===== src/rtl/mem_stage_pkg.sv =====
// Shared definitions for the MEM pipeline stage: control-bit indices and FSM states.
// Latency: n/a (types and constants only).
// Backpressure: n/a.
package mem_stage_pkg;

  // Bit positions inside the 4-bit EX/MEM control word
  localparam int CTRL_REG_WRITE  = 3;
  localparam int CTRL_MEM_TO_REG = 2;
  localparam int CTRL_MEM_READ   = 1;
  localparam int CTRL_MEM_WRITE  = 0;

  // Timeout counter width; covers TIMEOUT_CYCLES up to 255
  localparam int CNT_W = 8;

  typedef enum logic [1:0] {
    IDLE     = 2'd0,
    REQ      = 2'd1,
    WAIT_RSP = 2'd2
  } mem_state_t;

  function automatic logic is_memop(input logic [3:0] ctrl);
    return ctrl[CTRL_MEM_READ] | ctrl[CTRL_MEM_WRITE];
  endfunction

endpackage


===== src/rtl/mem_stage_if.sv =====
// Data-memory port: valid/ready request channel plus a one-cycle response channel.
// Latency: n/a (wiring only).
// Backpressure: request held by master until ready; response channel has none.
interface mem_stage_if #(
  parameter int XLEN = 64
) ();

  logic            dmem_req_valid;
  logic            dmem_req_ready;
  logic            dmem_req_we;
  logic [XLEN-1:0] dmem_req_addr;
  logic [XLEN-1:0] dmem_req_wdata;
  logic            dmem_rsp_valid;
  logic [XLEN-1:0] dmem_rsp_rdata;

  // The pipeline stage issues requests and consumes responses
  modport master (
    output dmem_req_valid, dmem_req_we, dmem_req_addr, dmem_req_wdata,
    input  dmem_req_ready, dmem_rsp_valid, dmem_rsp_rdata
  );

  // The memory accepts requests and produces responses
  modport slave (
    input  dmem_req_valid, dmem_req_we, dmem_req_addr, dmem_req_wdata,
    output dmem_req_ready, dmem_rsp_valid, dmem_rsp_rdata
  );

endinterface


===== src/rtl/mem_stage_dmem_req_fsm.sv =====
// Request/response sequencer for the MEM stage: FSM, response timeout, stall generation.
// Latency: >= 2 cycles per memory op (accept, then response); non-mem ops pass in 0 extra cycles.
// Backpressure: holds request until ready; stalls upstream until response, timeout or misalign.
module dmem_req_fsm
  import mem_stage_pkg::*;
#(
  parameter int TIMEOUT_CYCLES = 255
) (
  input  logic clk,
  input  logic reset_n,
  input  logic memop,
  input  logic misalign,
  input  logic req_ready,
  input  logic rsp_valid,
  output logic req_valid,
  output logic stall_o,
  output logic rsp_done,
  output logic bus_err,
  output logic mis_hit
);

  // Last permitted cycle in WAIT_RSP: the counter reads 0 on the first waiting
  // cycle, so a value of TIMEOUT_CYCLES-1 marks the TIMEOUT_CYCLES-th cycle.
  localparam logic [CNT_W-1:0] CNT_LAST = CNT_W'(TIMEOUT_CYCLES - 1);

  mem_state_t       state;
  logic [CNT_W-1:0] cnt;
  logic             in_wait;

  assign in_wait = (state == WAIT_RSP);

  // Outputs are qualified with reset_n so they drop the instant reset asserts,
  // even while the upstream control word still shows a memory op.
  assign mis_hit   = reset_n & misalign & (state == IDLE);
  assign rsp_done  = reset_n & in_wait & rsp_valid;
  assign bus_err   = reset_n & in_wait & ~rsp_valid & (cnt == CNT_LAST);
  assign req_valid = reset_n & (((state == IDLE) & memop & ~mis_hit) | (state == REQ));
  assign stall_o   = reset_n & memop & ~(rsp_done | bus_err | mis_hit);

  // State and timeout counter; a response in the final cycle beats the timeout
  always_ff @(posedge clk or negedge reset_n) begin
    if (!reset_n) begin
      state <= IDLE;
      cnt   <= '0;
    end else begin
      case (state)
        IDLE: begin
          if (memop && !mis_hit) begin
            cnt   <= '0;
            state <= req_ready ? WAIT_RSP : REQ;
          end
        end
        REQ: begin
          if (req_ready) begin
            cnt   <= '0;
            state <= WAIT_RSP;
          end
        end
        WAIT_RSP: begin
          if (rsp_valid || cnt == CNT_LAST) begin
            state <= IDLE;
          end else begin
            cnt <= cnt + 1'b1;
          end
        end
        default: state <= IDLE;
      endcase
    end
  end

endmodule


===== src/rtl/mem_stage.sv =====
// MEM pipeline stage: issues loads/stores to data memory and drives the MEM/WB register.
// Latency: non-mem op 1 edge; memory op >= 2 cycles (accept + response), bounded by TIMEOUT_CYCLES.
// Backpressure: stall_o holds EX/MEM while an access is outstanding; bubbles go to WB meanwhile.
// Optional: define MEM_ALIGN_CHECK_EN to reject accesses with alu_result[2:0] != 0.
module mem_stage
  import mem_stage_pkg::*;
#(
  parameter int XLEN           = 64,
  parameter int REG_ADDR_W     = 5,
  parameter int TIMEOUT_CYCLES = 255
) (
  input  logic                  clk,
  input  logic                  reset_n,
  input  logic [3:0]            ctrl_mem,
  input  logic [REG_ADDR_W-1:0] rd_mem,
  input  logic [XLEN-1:0]       alu_result,
  input  logic [XLEN-1:0]       write_data1,
  output logic                  stall_o,
  mem_stage_if.master           dmem,
  output logic [1:0]            ctrl_wb,
  output logic [REG_ADDR_W-1:0] rd_wb,
  output logic [XLEN-1:0]       mem_data_wb,
  output logic [XLEN-1:0]       alu_result_wb,
  output logic                  bus_err_o,
  output logic                  misalign_o
);

  logic memop;
  logic is_store;
  logic is_load;
  logic misaligned;
  logic req_valid;
  logic rsp_done;
  logic bus_err;
  logic mis_hit;

  // A word with both read and write set is treated as a store
  assign memop    = is_memop(ctrl_mem);
  assign is_store = ctrl_mem[CTRL_MEM_WRITE];
  assign is_load  = ctrl_mem[CTRL_MEM_READ] & ~ctrl_mem[CTRL_MEM_WRITE];

`ifdef MEM_ALIGN_CHECK_EN
  assign misaligned = memop & (alu_result[2:0] != 3'b000);
`else
  assign misaligned = 1'b0;
`endif

  dmem_req_fsm #(
    .TIMEOUT_CYCLES(TIMEOUT_CYCLES)
  ) u_fsm (
    .clk      (clk),
    .reset_n  (reset_n),
    .memop    (memop),
    .misalign (misaligned),
    .req_ready(dmem.dmem_req_ready),
    .rsp_valid(dmem.dmem_rsp_valid),
    .req_valid(req_valid),
    .stall_o  (stall_o),
    .rsp_done (rsp_done),
    .bus_err  (bus_err),
    .mis_hit  (mis_hit)
  );

  // Request fields come straight from EX/MEM, which stall_o keeps stable
  assign dmem.dmem_req_valid = req_valid;
  assign dmem.dmem_req_we    = req_valid & is_store;
  assign dmem.dmem_req_addr  = req_valid ? alu_result  : '0;
  assign dmem.dmem_req_wdata = req_valid ? write_data1 : '0;

  assign bus_err_o  = bus_err;
  assign misalign_o = mis_hit;

  // MEM/WB register: bubble while stalled or on error, load on completion
  always_ff @(posedge clk or negedge reset_n) begin
    if (!reset_n) begin
      ctrl_wb       <= '0;
      rd_wb         <= '0;
      mem_data_wb   <= '0;
      alu_result_wb <= '0;
    end else if (stall_o) begin
      ctrl_wb <= '0;
    end else if (memop) begin
      if (rsp_done) begin
        ctrl_wb       <= {ctrl_mem[CTRL_REG_WRITE], ctrl_mem[CTRL_MEM_TO_REG] & ~is_store};
        rd_wb         <= rd_mem;
        alu_result_wb <= alu_result;
        if (is_load) begin
          mem_data_wb <= dmem.dmem_rsp_rdata;
        end
      end else begin
        // Timeout or misaligned access: the op retires as a bubble
        ctrl_wb <= '0;
      end
    end else begin
      ctrl_wb       <= {ctrl_mem[CTRL_REG_WRITE], ctrl_mem[CTRL_MEM_TO_REG]};
      rd_wb         <= rd_mem;
      alu_result_wb <= alu_result;
    end
  end

endmodule


===== src/flat_wrapper.sv =====
// flat-port wrapper written by rule: the top's interface ports become plain ports
module mem_stage_flat import mem_stage_pkg::*;
#(
  parameter int XLEN           = 64,
  parameter int REG_ADDR_W     = 5,
  parameter int TIMEOUT_CYCLES = 255
)
  (clk, reset_n, ctrl_mem, rd_mem, alu_result, write_data1, stall_o, ctrl_wb, rd_wb, mem_data_wb, alu_result_wb, bus_err_o, misalign_o, dmem_dmem_req_valid, dmem_dmem_req_we, dmem_dmem_req_addr, dmem_dmem_req_wdata, dmem_dmem_req_ready, dmem_dmem_rsp_valid, dmem_dmem_rsp_rdata);
  mem_stage_if #(.XLEN(XLEN)) dmem_i ();
  input  logic clk;
  input  logic reset_n;
  input  logic [3:0] ctrl_mem;
  input  logic [REG_ADDR_W-1:0] rd_mem;
  input  logic [XLEN-1:0] alu_result;
  input  logic [XLEN-1:0] write_data1;
  output logic stall_o;
  output logic [1:0] ctrl_wb;
  output logic [REG_ADDR_W-1:0] rd_wb;
  output logic [XLEN-1:0] mem_data_wb;
  output logic [XLEN-1:0] alu_result_wb;
  output logic bus_err_o;
  output logic misalign_o;
  output wire logic [$bits(dmem_i.dmem_req_valid)-1:0] dmem_dmem_req_valid;
  output wire logic [$bits(dmem_i.dmem_req_we)-1:0] dmem_dmem_req_we;
  output wire logic [$bits(dmem_i.dmem_req_addr)-1:0] dmem_dmem_req_addr;
  output wire logic [$bits(dmem_i.dmem_req_wdata)-1:0] dmem_dmem_req_wdata;
  input wire logic [$bits(dmem_i.dmem_req_ready)-1:0] dmem_dmem_req_ready;
  input wire logic [$bits(dmem_i.dmem_rsp_valid)-1:0] dmem_dmem_rsp_valid;
  input wire logic [$bits(dmem_i.dmem_rsp_rdata)-1:0] dmem_dmem_rsp_rdata;
  assign dmem_dmem_req_valid = dmem_i.dmem_req_valid;
  assign dmem_dmem_req_we = dmem_i.dmem_req_we;
  assign dmem_dmem_req_addr = dmem_i.dmem_req_addr;
  assign dmem_dmem_req_wdata = dmem_i.dmem_req_wdata;
  assign dmem_i.dmem_req_ready = dmem_dmem_req_ready;
  assign dmem_i.dmem_rsp_valid = dmem_dmem_rsp_valid;
  assign dmem_i.dmem_rsp_rdata = dmem_dmem_rsp_rdata;
  mem_stage #(.XLEN(XLEN), .REG_ADDR_W(REG_ADDR_W), .TIMEOUT_CYCLES(TIMEOUT_CYCLES)) u_core (.clk(clk), .reset_n(reset_n), .ctrl_mem(ctrl_mem), .rd_mem(rd_mem), .alu_result(alu_result), .write_data1(write_data1), .stall_o(stall_o), .dmem(dmem_i), .ctrl_wb(ctrl_wb), .rd_wb(rd_wb), .mem_data_wb(mem_data_wb), .alu_result_wb(alu_result_wb), .bus_err_o(bus_err_o), .misalign_o(misalign_o));
endmodule

===== config.mk =====
export PLATFORM = sky130hd
export DESIGN_NAME = mem_stage_flat
export DESIGN_NICKNAME = d
export VERILOG_FILES = /design/src/rtl/mem_stage_pkg.sv /design/src/rtl/mem_stage_if.sv /design/src/rtl/mem_stage_dmem_req_fsm.sv /design/src/rtl/mem_stage.sv /design/src/flat_wrapper.sv
export SDC_FILE = /design/constraint.sdc
export NUM_CORES = 1
export LEC_CHECK = 0
export CELL_PAD_IN_SITES_DETAIL_PLACEMENT = 1
export CELL_PAD_IN_SITES_GLOBAL_PLACEMENT = 1
export CORE_AREA = 2 2 184 186
export DETAILED_ROUTE_END_ITERATION = 8
export DIE_AREA = 0 0 186 188
export GPL_TIMING_DRIVEN = 0
export PLACE_DENSITY_LB_ADDON = 0.1
export SETUP_SLACK_MARGIN = 0.15
export SYNTH_ARGS = -nofsm -noshare
export SYNTH_HDL_FRONTEND = slang
export SYNTH_SLANG_ARGS = --single-unit

===== constraint.sdc =====
create_clock -name clk -period 5.8 [get_ports clk]
set_input_delay 1.16 -clock clk [delete_from_list [all_inputs] [get_ports clk]]
set_output_delay 1.16 -clock clk [all_outputs]
set_load 0.01 [all_outputs]

==> metrics, run 1 <==
post-route DRC violation count=0; power density cells=between 300 and 400 mW/mm²; Num CTS Buffers=17; count of state elements after synthesis=about 150; share of final-layout standard cells stronger than drive strength 1=roughly 17%; setup repair after global routing missed its margin=no; portion of synthesized cell area occupied by the leading cell type=a little under three fifths; Overall Power=between 4000 and 5000 µW; P_leak=a little over 0.005 µW; fillcell total=3584; Synth area leaders=sky130_fd_sc_hd__dfrtp_1, sky130_fd_sc_hd__mux2_2, sky130_fd_sc_hd__and2_1; arrival time at the worst endpoint=3730 ps; cell count after synthesis=slightly below 500; top cells by count, synth=sky130_fd_sc_hd__dfrtp_1, sky130_fd_sc_hd__and2_1, sky130_fd_sc_hd__mux2_2, sky130_fd_sc_hd__buf_6, sky130_fd_sc_hd__mux2_1; dpl hpwl=between 20000 and 25000 µm; hold buffer count at cts=0; wire length of the first global-routing pass=39600 µm; average footprint of a synthesized cell=between 10 and 15 µm²; outcome=completed; worst hold slack after final layout=~490 ps; core area=0.0331 mm²; period utilization=84.4%; Worst Setup End Kind=output pin; final wirelength=27400 µm; Global Route Usage Sum=approximately 15%; f_max=204 MHz; overall die height=around 190 µm; most used flip-flop cell after synthesis=sky130_fd_sc_hd__dfrtp_1; worst slew pin tran=between 600 and 700 ps; final critical-path required period=a little under 5000 ps; depth of the CTS H-tree=4; floorplan row count=between 60 and 70; top-count cell post-synth=sky130_fd_sc_hd__dfrtp_1; class of the worst hold path=flip-flop to flip-flop; cell taking the most area after synthesis=sky130_fd_sc_hd__dfrtp_1; clock-pin slew on the worst setup and hold paths=~60 ps; post-detailed-route wirelength per cell=roughly 19 µm; GPL Wtd Cong=roughly 0.72; number of search-and-repair iterations in the first detailed-routing pass=4; setup-violating endpoint count in the final report=0; maximum vdd ir drop=~0.18 mV; number of nets at the end of the flow=~1200; aggregate global routing overflow=0; Chip Width=186 µm; final hold violations=0; max-slew headroom at the worst pin=approximately 57%; number of synthesized flops with an enable pin=0; via-per-instance ratio=~4; worst clock skew=between 9 and 10 ps; max-cap violation count=0; mapped cell area=approximately 0.0066 mm²; via count of the first global-routing pass=6142; number of antenna violations at the first check in global routing=2; sequential share of the synthesized area=55.4%; Top-Level Pins=around 470; clk_lat worst skew=~430 ps; signed area change from the synthesized netlist to the final layout=90.5%; Final Max Tran Viols=0; Iter 0 DRT Violations=around 120; Post-Syn Nets=702; Warnings, synthesis=0; Clock Sinks=between 100 and 150; Total Die Area=0.0350 mm²; count of input and output buffers=471; largest net degree at the start of global routing=slightly below 90; Vias=between 5000 and 6000; count of cells resized by post-cts repair=0; element type at the critical path start=primary input; share of async-settable or async-resettable flops after synthesis=between 90% and 100%; required time reported for the critical path endpoint=~4600 ps; biggest fanout along the worst timing path=10; antenna-violating nets left=0; Starting Density=between 10% and 20%; CTS max path bufs=2; root cell of the clock tree=sky130_fd_sc_hd__clkbuf_16; Worst Path Class, Setup=primary input to output pin; CTS tree=built; number of different library cells in the post-synthesis netlist=38; # Post-CTS Setup Buffers=0
-- cell families after synthesis --
group	synth area share (%)
buf+inv	3.90
flops	55.4
fa+ha+maj	0.382
mux	22.9
other cells	0.0573
compound gates	1.89
simple gates	15.5
-- path summary, 6_finish.rpt --
| check | startpoint | to | slack, ps | cells past startpoint |
|---|---|---|---|---|
| setup / recovery | ctrl_mem[0] | dmem_dmem_req_addr[1] | 910 | 7 |
| hold / removal | u_core.mem_data_wb[61] | u_core.mem_data_wb[61] | 490 | 1 |
| setup reg to reg | u_core.u_fsm.cnt[0] | u_core.u_fsm.cnt[4] | 3770 | 7 |
| hold reg to reg | u_core.mem_data_wb[61] | u_core.mem_data_wb[61] | 490 | 1 |
| max in group asynchronous | reset_n | u_core.mem_data_wb[47] | 4260 | 2 |
| min in group asynchronous | reset_n | u_core.mem_data_wb[42] | 670 | 1 |
-- stage by stage --
stage                     cell area (µm²)  utilization, %  TNS [ps]  cells  setup WS, ps
final                               12500            37.7         0   1447           905
after global routing                12500            37.7         0   1447           618
after global placement              11800            35.7  -1599450   1414         -5290
after CTS                           12500            37.7         0   1446           738
after floorplan                      6550               -         0    495          2600
after detailed placement            11900            35.8         0   1415           746
-- registers in the layout, indices dropped and copies added (netlist names) --
name / flops
u_core.alu_result_wb: 64
u_core.u_fsm.cnt: 8
u_core.u_fsm.state: 2
u_core.ctrl_wb: 2
u_core.mem_data_wb: 64
u_core.rd_wb: 5
-- per-layer routing --
layer,global-route usage [%],vias up,part of all wire (%)
met5,0,-,0.044
met4,3.48,2,0.68
li1,-,2667,-
met1,15.6,2738,35
met3,7.46,13,11
met2,28.4,276,53
-- worst max-delay path, cell delays in order --
cell and delay [ps]:
sky130_fd_sc_hd__clkdlybuf4s50_1 560, sky130_fd_sc_hd__nor3_2 100, sky130_fd_sc_hd__nor3b_2 340, sky130_fd_sc_hd__buf_2 410, sky130_fd_sc_hd__clkbuf_1 360, sky130_fd_sc_hd__and2_1 190, sky130_fd_sc_hd__clkdlybuf4s50_1 600
-- placed cells by master (no fill, tap or decap), types with 4 or more instances in the layout --
cell,Yosys,final
sky130_fd_sc_hd__mux2_2,119,119
sky130_fd_sc_hd__mux2_1,14,14
sky130_fd_sc_hd__clkbuf_16,0,17
sky130_fd_sc_hd__clkbuf_1,13,14
sky130_fd_sc_hd__dfrtp_1,145,145
sky130_fd_sc_hd__clkdlybuf4s50_1,0,470
sky130_fd_sc_hd__nand3_1,4,4
sky130_fd_sc_hd__and2_1,129,129
sky130_fd_sc_hd__bufinv_16,0,4
sky130_fd_sc_hd__buf_6,14,14
-- cell type report --
type | instances | area [µm²] | share of cell area (%)
flip-flops and latches | 145 | 3630 | 29.1
clock inverters | 13 | 186 | 1.49
repair buffers | 472 | 4750 | 38.1
plain buffers | 33 | 244 | 1.96
diodes | 1 | 2.50 | 0.0201
well taps | 448 | 561 | 4.49
clock buffers | 18 | 429 | 3.44
inverters | 3 | 11.3 | 0.0903
multi-input cells | 314 | 2670 | 21.4
-- power by group --
part / leakage, µW / internal [µW] / switching [µW] / total [µW]
combinational: 0.00298 / 1320 / 848 / 2170
clock: 0.000301 / 720 / 460 / 1180
sequential: 0.00178 / 1380 / 191 / 1570
total: 0.00506 / 3420 / 1500 / 4920
No activity file was read; power rests on OpenSTA's default activity.
==> inputs of run 2 (changes only) <==
- CORE_AREA: 2 2 184 186 -> 2 2 186 188
- DIE_AREA: 0 0 186 188 -> 0 0 188 190
- clock period: 5.8 -> 5 ns (I/O delays scaled with it)
==> run 2 against run 1 <==
Flip-flop and latch count unchanged. Utilization down 0.85 points. Setup slack worse by 400 ps. Wire length down 0.77%. Cell area up 0.20%. Register-to-register slack worse by 760 ps. Clock skew up 2.5 ps. Final cell count up 0.62%. Global-route usage down 0.36 points. Via count up 0.33%. Critical path type unchanged. Largest cell class unchanged. Highest routed layer is now met4.
==> metrics, run 2 (synthesized netlist as in run 1, its figures left out) <==
Total Die Area=0.0357 mm² (+2.2%); utilization of the core after routing=36.8% (-0.85 points); part of the power in combinational logic=44.0% (about the same); share of final-layout standard cells stronger than drive strength 1=17.3% (-0.12 points); Starting Density=19.3% (-0.49 points); depth of the CTS H-tree=4 (unchanged); via-per-instance ratio=3.93 (-0.29%); number of cells on the worst hold path=1 (unchanged); number of antenna violations at the first check in global routing=2 (unchanged); outcome=completed; biggest fanout along the worst timing path=10 (unchanged); element type at the critical path start=primary input; overall die height=190 µm (+1.1%); fillcell total=3701 (+3.3%); worst-path cell with the longest stage delay=sky130_fd_sc_hd__clkdlybuf4s50_1; setup-violating endpoint count in the final report=0 (unchanged); most used cells in the layout excluding fill and tap cells=sky130_fd_sc_hd__clkdlybuf4s50_1, sky130_fd_sc_hd__dfrtp_1, sky130_fd_sc_hd__and2_1, sky130_fd_sc_hd__mux2_2, sky130_fd_sc_hd__clkbuf_16; end point of the worst hold path=u_core.mem_data_wb[8]; Vias=5715 (+0.33%); largest net degree at the start of global routing=91 (+4.6%); CTS max path bufs=2 (unchanged); Chip Width=188 µm (+1.1%); Worst Path Class, Setup=primary input to output pin; GPL Wtd Cong=0.848 (+17%); Iter 0 DRT Violations=128 (+11%); worst hold slack after final layout=493 ps (+3.33 ps); series of cell instances along the critical path=clkdlybuf4s50_1 > nor3_2 > nor3b_2 > buf_2 > clkbuf_1 > and2_1 > clkdlybuf4s50_1; P_sw=1720 µW (+15%); count of input and output buffers=471 (unchanged); P_leak=0.00506 µW (about the same); final cell count without fillers=1456 (+0.62%); via count of the first global-routing pass=6129 (-0.21%); final wirelength=27200 µm (-0.77%); critical register-to-register path endpoint=u_core.u_fsm.cnt[4]; post-detailed-route wirelength per cell=18.7 µm (-1.4%); setup repair after global routing missed its margin=no; CTS tree=built; clock-pin slew on the worst setup and hold paths=60 ps (about the same); fraction of power consumed by the clock network=24.2% (+0.2 points); # Post-CTS Setup Buffers=0 (unchanged); number of search-and-repair iterations in the first detailed-routing pass=3 (-1); area of the multi-input gates=0.00267 mm² (unchanged); root cell of the clock tree=sky130_fd_sc_hd__clkbuf_16; period utilization=89.9%; slack of the worst reg-to-reg path=3010 ps (-760 ps); Min-Delay Startpoint=u_core.mem_data_wb[8]; max-slew headroom at the worst pin=64.8% (+7.8 points); Num CTS Buffers=17 (unchanged); clk_lat worst skew=420 ps (about the same); count of cells resized by post-cts repair=0 (unchanged); Global Route Usage Sum=15.1% (-0.36 points); max-cap violation count=0 (unchanged); worst slew pin tran=528 ps (-117 ps); fraction of power consumed by sequential logic=31.8% (-0.2 points); Final Max Tran Viols=0 (unchanged); Clock Sinks=145 (unchanged); Worst Setup End Kind=output pin; worst setup margin=507 ps (-399 ps); most frequent CP cell=sky130_fd_sc_hd__clkdlybuf4s50_1; class of the worst hold path=flip-flop to flip-flop; wire length of the first global-routing pass=40100 µm (+1.4%); arrival time at the worst endpoint=3490 ps (-240 ps); Top-Level Pins=473 (unchanged); largest stage delay on the critical path=570 ps (-30 ps); aggregate global routing overflow=0 (unchanged); maximum vdd ir drop=0.185 mV (about the same); most frequent standard cell in the layout excluding fill and tap cells=sky130_fd_sc_hd__clkdlybuf4s50_1; worst clock skew=12.1 ps (+2.50 ps); dpl hpwl=21900 µm (-0.83%); signed area change from the synthesized netlist to the final layout=90.8%; register area=0.00363 mm² (unchanged); required time reported for the critical path endpoint=4000 ps (-640 ps); worst slack at placement=396 ps (-350 ps); antenna-violating nets left=0 (unchanged); switching share of total power=30.2% (-0.30 points); final hold violations=0 (unchanged); hold buffer count at cts=0 (unchanged); cell internal pwr=3990 µW (+17%); final critical-path required period=4490 ps; f_max=~220 MHz; cell depth of the worst flop-to-flop path=7 (unchanged); reg-to-reg critical path startpoint=u_core.u_fsm.cnt[0]; power density cells=457 mW/mm² (+16%); number of placed instances with taps included=1422 (+0.49%); biggest registers after layout=u_core.alu_result_wb: 64 flops, u_core.mem_data_wb: 64 flops, u_core.u_fsm.cnt: 8 flops; core area=0.0339 mm² (+2.5%); number of nets at the end of the flow=1193 (unchanged); post-route DRC violation count=0 (unchanged); floorplan row count=68 (+1.5%)
run 2: stage by stage:
step / TNS (ps) / power [µW] / instance area [µm²]
after floorplan: 0 / 2770 / 6550
after global placement: -1848580 / 4390 / 11800
after detailed placement: 0 / 4400 / 11900
after CTS: 0 / 5850 / 12500
after global routing: 0 / 6060 / 12500
final: 0 / 5710 / 12500
run 2: power groups by stage:
stage                     clock network [µW]  registers (µW)  logic [µW]
after global routing                    1490            1890        2690
after global placement                     0            1820        2570
final                                   1380            1820        2510
after detailed placement                   0            1840        2560
after floorplan                            0            2030         740
after CTS                               1450            1830        2570
run 2: how the worst max path moves through the flow:
stage / start / to / slack, ps / depth (start not counted)
floorplan: dmem_dmem_rsp_valid / stall_o / 2120 / 6
global placement: reset_n / dmem_dmem_req_addr[29] / -5680 / 6
detailed placement: ctrl_mem[0] / dmem_dmem_req_wdata[57] / 400 / 7
CTS: ctrl_mem[0] / dmem_dmem_req_wdata[57] / 390 / 7
global route: ctrl_mem[0] / dmem_dmem_req_wdata[59] / 250 / 7
finish: ctrl_mem[0] / dmem_dmem_req_addr[9] / 510 / 7
run 2: layout make-up:
cell class	count	share of cell area, %
clock buffer	21	3.60
tap	455	4.55
inverter	3	0.0901
multi-input combinational	314	21.3
sequential	145	29.0
timing repair buffer	472	38.0
clock inverter	11	1.43
buffer	33	1.95
antenna	2	0.0400
run 2: worst max-delay path: cells and delay by family:
kind                   cells  cell delay (ps)
and+or+nand+nor            3              590
buffers and inverters      4             1890
run 2: metal layers:
layer	routed length [µm]	part of all wire (%)	track usage [%]
met2	13900	51	26.6
met3	2650	9.7	6.44
met1	10400	38	16.4
met5	0	0	0
met4	282	1.0	4.78
==> inputs of run 3 (changes only) <==
- ABC_CLOCK_PERIOD_IN_PS: default -> 5000
- PLACE_DENSITY: default -> 0.66
- PLACE_DENSITY_LB_ADDON: 0.1 -> default
==> run 3 against run 2 <==
Combinational power is essentially flat. Die area unchanged. Count of clock-buffer cells in the layout down 3. Clock power barely moved. Fmax fell by 2.5%. Critical path depth did not move. Final cell count fell by 0.21%. Flip-flop and latch count is the same. Sequential share of layout area hardly changed. Non-clock buffer count did not move. Critical path type unchanged. Critical endpoint is now dmem_dmem_req_addr[42]. Largest power group unchanged. Highest routed layer unchanged.
==> metrics, run 3 (synthesized netlist as in run 1, its figures left out) <==
outcome=completed; worst hold slack after final layout=489 ps (-3.61 ps); Final Max Tran Viols=0 (unchanged); slack of the worst reg-to-reg path=2960 ps (-50 ps); Total Die Area=0.0357 mm² (unchanged); setup repair after global routing missed its margin=no; biggest registers after layout=u_core.alu_result_wb: 64 flops, u_core.mem_data_wb: 64 flops, u_core.u_fsm.cnt: 8 flops; worst setup path endpoint=dmem_dmem_req_addr[42]; Min-Delay Startpoint=u_core.mem_data_wb[61]; via-per-instance ratio=4.00 (+1.9%); fillcell total=3654 (-1.3%); share of final-layout standard cells stronger than drive strength 1=17.6% (+0.24 points); power density cells=461 mW/mm² (+0.81%); number of nets at the end of the flow=1193 (unchanged); area of the multi-input gates=0.00267 mm² (unchanged); Worst Setup End Kind=output pin; max-cap violation count=0 (unchanged); worst-path cell with the longest stage delay=sky130_fd_sc_hd__clkdlybuf4s50_1; series of cell instances along the critical path=clkdlybuf4s50_1 > nor3_2 > nor3b_2 > buf_2 > clkbuf_1 > and2_1 > clkdlybuf4s50_1; Global Route Usage Sum=15.3% (+0.15 points); clk_lat worst skew=440 ps (+20 ps); count of input and output buffers=471 (unchanged); P_leak=0.00507 µW (+0.10%); required time reported for the critical path endpoint=4000 ps (about the same); setup-violating endpoint count in the final report=0 (unchanged); root cell of the clock tree=sky130_fd_sc_hd__clkbuf_16; CTS tree=built; Num CTS Buffers=17 (unchanged); number of search-and-repair iterations in the first detailed-routing pass=4 (+1); core area=0.0339 mm² (unchanged); origin of the worst setup path=ctrl_mem[0]; finished layout cell area=0.0125 mm² (about the same); largest net degree at the start of global routing=79 (-13%); Starting Density=19.3% (unchanged); critical register-to-register path endpoint=u_core.u_fsm.cnt[4]; arrival time at the worst endpoint=3610 ps (+120 ps); CTS max path bufs=2 (unchanged); reg-to-reg critical path startpoint=u_core.u_fsm.cnt[0]; # Post-CTS Setup Buffers=0 (unchanged); post-detailed-route wirelength per cell=19.0 µm (+1.6%); final wirelength=27600 µm (+1.4%); maximum vdd ir drop=0.264 mV (+43%); Iter 0 DRT Violations=129 (+0.78%); final setup TNS=0 ps (unchanged); antenna-violating nets left=0 (unchanged); class of the worst hold path=flip-flop to flip-flop; worst clock skew=6.50 ps (-5.61 ps); number of antenna violations at the first check in global routing=2 (unchanged); f_max=217 MHz (-2.5%); most frequent standard cell in the layout excluding fill and tap cells=sky130_fd_sc_hd__clkdlybuf4s50_1; GPL Wtd Cong=0.793 (-6.4%); Overall Power=5750 µW (+0.74%); number of cells on the worst hold path=1 (unchanged); Vias=5809 (+1.6%); max-slew headroom at the worst pin=57.0% (-7.8 points); most used cells in the layout excluding fill and tap cells=sky130_fd_sc_hd__clkdlybuf4s50_1, sky130_fd_sc_hd__dfrtp_1, sky130_fd_sc_hd__and2_1, sky130_fd_sc_hd__mux2_2, sky130_fd_sc_hd__clkbuf_16; final hold violations=0 (unchanged); post-route DRC violation count=0 (unchanged); floorplan row count=68 (unchanged); aggregate global routing overflow=0 (unchanged); largest stage delay on the critical path=580 ps (about the same); element type at the critical path start=primary input; period utilization=92.2% (+2.3 points); via count of the first global-routing pass=6302 (+2.8%); wire length of the first global-routing pass=40300 µm (+0.53%); register area=0.00363 mm² (unchanged); cell area after placement=0.0119 mm² (unchanged); final critical-path required period=4610 ps (+117 ps); Chip Width=188 µm (unchanged); depth of the CTS H-tree=4 (unchanged); overall die height=190 µm (unchanged); worst setup margin=390 ps (-117 ps); worst slew pin tran=645 ps (+118 ps); clock-pin slew on the worst setup and hold paths=60 ps (about the same); most frequent CP cell=sky130_fd_sc_hd__clkdlybuf4s50_1; biggest fanout along the worst timing path=10 (unchanged); dpl hpwl=22100 µm (+0.53%); signed area change from the synthesized netlist to the final layout=90.7% (about the same); worst slack at placement=206 ps (-190 ps); Worst Path Class, Setup=primary input to output pin; Top-Level Pins=473 (unchanged); Clock Sinks=145 (unchanged); cell depth of the worst flop-to-flop path=7 (unchanged)
## run 3: changes by cell type in the layout (fill, tap and decap cells not counted), sizes merged
cell and change:
clkbuf -3, diode -1, inv +1
## run 3: how the worst min path moves through the flow
stage                                        end  slack [ps]
after detailed placement   u_core.mem_data_wb[4]         480
after floorplan              u_core.u_fsm.cnt[7]         480
after global routing      u_core.mem_data_wb[61]         510
after CTS                 u_core.mem_data_wb[61]         500
after global placement    u_core.mem_data_wb[11]         470
final                     u_core.mem_data_wb[61]         490
## run 3: repair_timing
item,CTS,global route
setup endpoints to repair,0,10
resized for setup,0,2
hold buffers,0,0
## run 3: metrics by stage
stage	std cells	util (%)
6_report	1453	36.8
3_5_place_dp	1422	35.0
3_3_place_gp	1421	34.9
2_1_floorplan	495	-
5_1_grt	1453	36.8
4_1_cts	1452	36.8
## run 3: worst max-delay path, delay by kind of cell
kind	cells	cell delay, ps
buf+inv	4	1980
simple gates	3	620
## run 3: layer usage
| layer | share of wire, % | vias up | GRT usage (%) |
|---|---|---|---|
| met4 | 1.9 | 0 | 5.27 |
| met3 | 8.5 | 28 | 5.76 |
| met2 | 53 | 294 | 27.9 |
| met5 | 0 | - | 0 |
| li1 | - | 2663 | - |
| met1 | 37 | 2824 | 16.0 |
## run 3: layout make-up
class	instances	share of cell area [%]
timing repair buffer	472	38.0
sequential	145	29.0
multi-input combinational	314	21.3
tap	455	4.56
clock buffer	18	3.52
buffer	33	1.96
clock inverter	12	1.46
inverter	3	0.0901
antenna	1	0.0200
## run 3: power by group
part           leakage (µW)  internal [µW]  total (µW)  switching (µW)
clock              0.000301            848        1390             547
sequential          0.00178           1600        1830             232
combinational       0.00299           1530        2520             994
total               0.00507           3980        5750            1770
